--- config.mk ---
export PLATFORM = sky130hd
export DESIGN_NAME = rr_arb16
export DESIGN_NICKNAME = d
export VERILOG_FILES = /design/src/rtl/rr_arb16_pkg.sv /design/src/rtl/rr_arb16_dec4_16.sv /design/src/rtl/rr_arb16.sv
export SDC_FILE = /design/constraint.sdc
export NUM_CORES = 1
export LEC_CHECK = 0
export ABC_AREA = 1
export CAP_MARGIN = 10
export CORE_UTILIZATION = 56
export DETAILED_ROUTE_END_ITERATION = 12
export GPL_ROUTABILITY_DRIVEN = 0
export GPL_TIMING_DRIVEN = 0
export HOLD_SLACK_MARGIN = 0.02
export PLACE_DENSITY = 0.86
export SYNTH_ARGS = -nofsm -noshare
export SYNTH_HDL_FRONTEND = slang
export SYNTH_HIERARCHICAL = 1
export SYNTH_SLANG_ARGS = --single-unit
--- constraint.sdc ---
create_clock -name clk -period 4.3 [get_ports clk]
set_input_delay 0.645 -clock clk [delete_from_list [all_inputs] [get_ports clk]]
set_output_delay 0.645 -clock clk [all_outputs]
set_load 0.01 [all_outputs]
--- src/rtl/rr_arb16_pkg.sv ---
// ----------------------------------------------------------------------------
// rr_arb16_pkg
// Shared definitions for the 16-way round-robin arbiter:
//   - state_t : arbiter FSM states (S_IDLE, S_GRANT)
//   - NREQ    : number of requesters
//   - IDX_W   : width of a requester index
//   - HOLD_W  : width of the grant hold counter
// ----------------------------------------------------------------------------
package rr_arb16_pkg;

    localparam int NREQ   = 16;
    localparam int IDX_W  = 4;
    localparam int HOLD_W = 8;

    typedef enum logic {
        S_IDLE  = 1'b0,
        S_GRANT = 1'b1
    } state_t;

endpackage : rr_arb16_pkg

--- src/rtl/rr_arb16_dec4_16.sv ---
// ----------------------------------------------------------------------------
// dec4_16
// 4-to-16 one-hot decoder with enable. When the enable is low the output is
// all zero, so a cleared grant-valid produces an all-zero grant vector.
// Ports:
//   a   : in  [3:0]  binary index
//   enn : in         enable (output active when high)
//   d   : out [15:0] one-hot decode of a, or zero when disabled
// ----------------------------------------------------------------------------
module dec4_16
    import rr_arb16_pkg::*;
(
    input  logic [IDX_W-1:0] a,
    input  logic             enn,
    output logic [NREQ-1:0]  d
);

    always_comb begin
        d = '0;
        if (enn) begin
            d[a] = 1'b1;
        end
    end

endmodule : dec4_16

--- src/rtl/rr_arb16.sv ---
// ----------------------------------------------------------------------------
// rr_arb16
// 16-requester round-robin arbiter with a bounded hold time.
// A grant is issued one cycle after a request is seen in IDLE. The grant is
// held until the grantee signals done, drops its request (abandon) or has
// held the resource for MAX_HOLD cycles (forced revoke, flagged by a
// one-cycle timeout pulse). Every grant is followed by one IDLE cycle, and
// the search pointer moves past the last grantee so service rotates fairly.
//
// Parameters:
//   MAX_HOLD : maximum grant length in cycles (1..255)
// Ports:
//   clk     : in         clock, rising edge
//   rst     : in         synchronous active-high reset
//   req     : in  [15:0] request vector, bit i = requester i
//   done    : in         grantee releases the resource (used only in GRANT)
//   gnt     : out [15:0] one-hot grant, zero when no grant is held
//   gnt_idx : out [3:0]  registered index of the grantee
//   gnt_vld : out        registered grant-held flag
//   timeout : out        registered one-cycle pulse after a forced revoke
//
// Handshake: a requester holds its req bit high until it sees its gnt bit;
// the grant lasts while req stays high and done stays low, bounded by
// MAX_HOLD. Dropping req or raising done ends the grant at that edge.
// ----------------------------------------------------------------------------
module rr_arb16
    import rr_arb16_pkg::*;
#(
    parameter int MAX_HOLD = 16
)
(
    input  logic             clk,
    input  logic             rst,
    input  logic [NREQ-1:0]  req,
    input  logic             done,
    output logic [NREQ-1:0]  gnt,
    output logic [IDX_W-1:0] gnt_idx,
    output logic             gnt_vld,
    output logic             timeout
);

    // Registered state
    state_t             r_state;
    logic [IDX_W-1:0]   r_ptr;
    logic [IDX_W-1:0]   r_gnt_idx;
    logic               r_gnt_vld;
    logic [HOLD_W-1:0]  r_hold_cnt;
    logic               r_timeout;

    // Next-state values
    state_t             w_state_nxt;
    logic [IDX_W-1:0]   w_ptr_nxt;
    logic [IDX_W-1:0]   w_gnt_idx_nxt;
    logic               w_gnt_vld_nxt;
    logic [HOLD_W-1:0]  w_hold_nxt;
    logic               w_timeout_nxt;

    // Round-robin scan
    logic [NREQ-1:0]    w_rot;
    logic [IDX_W-1:0]   w_off;
    logic [IDX_W-1:0]   w_sel;

    // Exit conditions
    logic               w_own_req;
    logic               w_hold_max;
    logic               w_exit;

    // Rotate the request vector so bit 0 corresponds to requester r_ptr.
    // The lowest set bit of the rotated vector is then the first requester
    // at or above r_ptr, wrapping 15 -> 0.
    assign w_rot = NREQ'({req, req} >> r_ptr);

    always_comb begin
        w_off = '0;
        for (int i = NREQ - 1; i >= 0; i--) begin
            if (w_rot[i]) begin
                w_off = IDX_W'(i);
            end
        end
    end

    // 4-bit addition wraps 15 -> 0 naturally.
    assign w_sel = r_ptr + w_off;

    assign w_own_req  = req[r_gnt_idx];
    assign w_hold_max = (r_hold_cnt == HOLD_W'(MAX_HOLD - 1));
    assign w_exit     = done || !w_own_req || w_hold_max;

    // Next-state / output logic
    always_comb begin
        w_state_nxt   = r_state;
        w_ptr_nxt     = r_ptr;
        w_gnt_idx_nxt = r_gnt_idx;
        w_gnt_vld_nxt = r_gnt_vld;
        w_hold_nxt    = r_hold_cnt;
        w_timeout_nxt = 1'b0;

        case (r_state)
            S_IDLE: begin
                w_gnt_vld_nxt = 1'b0;
                if (|req) begin
                    w_state_nxt   = S_GRANT;
                    w_gnt_idx_nxt = w_sel;
                    w_gnt_vld_nxt = 1'b1;
                    w_hold_nxt    = '0;
                end
            end
            S_GRANT: begin
                if (w_exit) begin
                    w_state_nxt   = S_IDLE;
                    w_gnt_vld_nxt = 1'b0;
                    w_ptr_nxt     = r_gnt_idx + IDX_W'(1);
                    // Pulse only when the hold limit alone ended the grant.
                    w_timeout_nxt = !done && w_own_req;
                end else begin
                    w_hold_nxt = r_hold_cnt + HOLD_W'(1);
                end
            end
            default: begin
                w_state_nxt   = S_IDLE;
                w_gnt_vld_nxt = 1'b0;
            end
        endcase
    end

    always_ff @(posedge clk) begin
        if (rst) begin
            r_state    <= S_IDLE;
            r_ptr      <= '0;
            r_gnt_idx  <= '0;
            r_gnt_vld  <= 1'b0;
            r_hold_cnt <= '0;
            r_timeout  <= 1'b0;
        end else begin
            r_state    <= w_state_nxt;
            r_ptr      <= w_ptr_nxt;
            r_gnt_idx  <= w_gnt_idx_nxt;
            r_gnt_vld  <= w_gnt_vld_nxt;
            r_hold_cnt <= w_hold_nxt;
            r_timeout  <= w_timeout_nxt;
        end
    end

    dec4_16 u_dec (
        .a   (r_gnt_idx),
        .enn (r_gnt_vld),
        .d   (gnt)
    );

    assign gnt_idx = r_gnt_idx;
    assign gnt_vld = r_gnt_vld;
    assign timeout = r_timeout;

endmodule : rr_arb16

==> summary.log <==
qor: clocking.cts_max_level 1
qor: timing.finalHoldWorstSlack 457 ps
qor: detailed_routing.drt-initial-drc-count 377
qor: logic_synthesis.synth_async_sr_flop_share 0%
qor: logic_synthesis.yosysWarningCount 6
qor: detailed_routing.remaining_drc_errors 0
qor: timing.worstMarginPinSlew 551 ps
qor: global_route.groute.usage.overall 32.5%
qor: detailed_routing.detail-route-antenna-nets 0
qor: finish.antenna_cells 0
qor: finish.drive_gt1_share 10.0%
qor: finish.nNetsFinal 454
qor: clocking.hold_buffers 0
qor: logic_synthesis.synth_largest_type_area_fraction 17.7%
qor: floorplanning.die_height 64.8 um
qor: detailed_routing.num_vias 2770
qor: finish.fillerInstances 324
qor: worst_setup_path.biggest_fanout_along_the_worst_timing_path 4
qor: power.cellLeakagePower 1.21 nW
qor: detailed_routing.final_routed_wire_length_divided_by_cell_count 13.4 um
qor: logic_synthesis.post_synth_inst_count 384
qor: global_route.grt_antenna_before_repair 0
qor: clocking.post_cts_sizing 0
qor: clocking.clk_path_buf_depth 2
qor: clocking.clock_insertion_delay_worst_skew 260 ps
qor: logic_synthesis.sequential_to_total_area_share_from_yosys_stat 17.2%
qor: global_route.maximum_number_of_pins_on_one_net_before_global_route_repair 17
qor: clocking.cts_inserted_buffers 3
qor: timing.setup_tns 0 ps
qor: logic_synthesis.syn_area_per_cell 5.76 um2
qor: worst_setup_path.cp.arrival 3520 ps
qor: floorplanning.die_w 64.8 um
qor: clocking.root_buffer sky130_fd_sc_hd__clkbuf_8
qor: timing.slew_viol_final 0
qor: detailed_routing.vias_per_cell 5.82
qor: logic_synthesis.post_synth_instance_area 0.00221 mm2
qor: logic_synthesis.synth-edff-count 0
qor: timing.finalCriticalPeriod 3370 ps
qor: worst_setup_path.rrSetupSlack 1090 ps
qor: global_route.grt_first_pass_wirelength 10.9 mm
qor: worst_hold_path.timing.hold.worst.class reg -> reg
qor: placement.port_buffers 40
qor: timing.fmax 297 MHz
qor: global_route.grt_pass1_vias 2491
qor: placement.dp_hpwl 4.92 mm
qor: timing.slew_headroom 63.2%
qor: logic_synthesis.synth_area_leaders sky130_fd_sc_hd__nand3_1 (18%), sky130_fd_sc_hd__dfxtp_1 (17%), sky130_fd_sc_hd__nand2_1 (16%)
qor: worst_setup_path.worstSetupPathType in -> reg
qor: power.power_per_cell_area 413 mW/mm2
qor: run.timing.max_cap.violations 0
qor: clocking.post-cts-setup-buffer-count 0
qor: floorplanning.design.portCount 41
qor: floorplanning.placementRows 22
qor: floorplanning.initial_utilization 59.5%
qor: logic_synthesis.yosys-top-cells-count sky130_fd_sc_hd__nand2_1 (97), sky130_fd_sc_hd__nand3_1 (78), sky130_fd_sc_hd__nor2_1 (43)
qor: timing.timing_hold_violations_final 0
qor: worst_setup_path.critical_path.startpoint_type input port
qor: logic_synthesis.synth_flop_cell sky130_fd_sc_hd__dfxtp_1
qor: timing.min_period_over_period 78.3%
qor: floorplanning.core_area 0.00372 mm2
qor: worst_setup_path.worst_ep_required_time 4450 ps
qor: clocking.cts.sink_count 19
qor: logic_synthesis.synth_most_common_cell sky130_fd_sc_hd__nand2_1
qor: placement.dpl_ws 690 ps
qor: timing.final_critical_path_setup_slack 932 ps
qor: floorplanning.die_area 0.00420 mm2
qor: logic_synthesis.synth.ff_latch_count 19
qor: logic_synthesis.synth.distinct_cells 37
qor: clocking.cts.reportedPaths.clkPinSlew 70 ps
qor: clocking.cts_tree built
qor: finish.layout-area-overhead-vs-synth 22.9%
qor: timing.clock-skew-final 5.87 ps
qor: detailed_routing.drt_pre_antenna_iters 5
qor: logic_synthesis.synthDominantAreaCellType sky130_fd_sc_hd__nand3_1
qor: timing.setup_viol_count_final 0
qor: timing.grt_setup_unrepaired no
qor: detailed_routing.finalWirelength 6.38 mm
qor: power.fin_total_pwr 1.12 mW
qor: power.worst_ir_drop_vdd 331 uV
qor: run_status.outcome finished clean
qor: logic_synthesis.synthesis.nets 409
qor: worst_setup_path.end_kind flop
qor: placement.dpl.cell_count 472
qor: finish.layoutNonFillerInstCount 476
qor: global_route.grt_overflow 0
sequential cells by signal, summed over array words and instances (netlist names):
register,flops
r_state,1
gnt_vld,1
r_ptr,4
r_hold_cnt,8
gnt_idx,4
timeout,1
cell type report:
type                    instances  area (um2)  share of cell area [%]
plain buffers                  13        98.8                    3.64
repair buffers                 40         400                    14.7
clock inverters                 1        5.00                   0.184
flip-flops and latches         19         380                    14.0
inverters                      37         149                    5.48
clock buffers                   3        41.3                    1.52
well taps                      48        60.1                    2.21
multi-input cells             315        1580                    58.2
path summary, 6_finish.rpt:
kind / start / endpoint / cells after the start
worst max-delay path: req[3] / gnt_idx[2]$_SDFFE_PP0P_ / 27
worst min-delay path: r_hold_cnt[7]$_SDFFE_PP0P_ / r_hold_cnt[7]$_SDFFE_PP0P_ / 1
worst max register to register: r_ptr[2]$_SDFFE_PP0P_ / gnt_idx[2]$_SDFFE_PP0P_ / 24
worst min register to register: r_hold_cnt[7]$_SDFFE_PP0P_ / r_hold_cnt[7]$_SDFFE_PP0P_ / 1
where the power goes:
group | total (mW) | switching [mW] | internal (mW)
Clock | 0.123 | 0.0591 | 0.0644
Sequential | 0.242 | 0.0443 | 0.198
Combinational | 0.756 | 0.473 | 0.284
Total | 1.12 | 0.576 | 0.546
routing by layer:
layer  GRT usage, %  up-vias  share of wire (%)
li1               -     1379                  -
met1           40.7     1238                 41
met2           56.4      137                 50
met3           4.40       16                7.0
met4           10.8        0                2.2
met5              0        -                  0
cell usage in the layout (no fill, tap or decap), drive strengths merged, types with 5 or more instances in the layout:
master / instances
buf: 12
o21ai: 31
nor2: 45
nor4: 6
a21oi: 18
dfxtp: 19
inv: 37
clkdlybuf4s50: 40
nand2: 103
nand3: 87
ha: 5
critical path, cell delays in order:
cell,delay (ps)
sky130_fd_sc_hd__clkdlybuf4s50_1,560
sky130_fd_sc_hd__nand2_1,110
sky130_fd_sc_hd__nand3_1,90
sky130_fd_sc_hd__nand2_1,50
sky130_fd_sc_hd__inv_1,80
sky130_fd_sc_hd__nand2_1,60
sky130_fd_sc_hd__nand2_1,70
sky130_fd_sc_hd__inv_1,50
sky130_fd_sc_hd__nand2_1,60
sky130_fd_sc_hd__o21ai_2,80
sky130_fd_sc_hd__nand2_1,70
sky130_fd_sc_hd__nand2_1,50
sky130_fd_sc_hd__nand2_1,50
sky130_fd_sc_hd__nand2_1,50
sky130_fd_sc_hd__nand2_1,70
sky130_fd_sc_hd__nand2_1,50
sky130_fd_sc_hd__nand2_1,60
sky130_fd_sc_hd__nand2_1,40
sky130_fd_sc_hd__nand2_1,60
sky130_fd_sc_hd__nand2_1,50
sky130_fd_sc_hd__nand2_1,70
sky130_fd_sc_hd__a21oi_2,50
sky130_fd_sc_hd__ha_1,200
sky130_fd_sc_hd__fa_1,380
sky130_fd_sc_hd__xor2_1,160
sky130_fd_sc_hd__o21ai_0,210
sky130_fd_sc_hd__a21oi_1,60
cell families (layout without fill, tap and decap cells):
| kind of cell | Yosys count | count (layout) | share of synthesized area (%) |
|---|---|---|---|
| and+or+nand+nor | 248 | 248 | 51.8 |
| DFF | 19 | 19 | 17.2 |
| AOI/OAI and AO/OA | 56 | 56 | 14.1 |
| buffers and inverters | 50 | 94 | 11.2 |
| adders and majority gates | 6 | 6 | 3.74 |
| xor gates and xnor gates | 5 | 5 | 1.98 |
stage by stage:
| stage | cell area [um2] | util [%] |
|---|---|---|
| 2_1_floorplan | 2210 | - |
| 3_3_place_gp | 2670 | 71.9 |
| 3_5_place_dp | 2670 | 71.9 |
| 4_1_cts | 2720 | 73.1 |
| 5_1_grt | 2720 | 73.1 |
| 6_report | 2720 | 73.1 |
(Power assumes the default switching activity.)
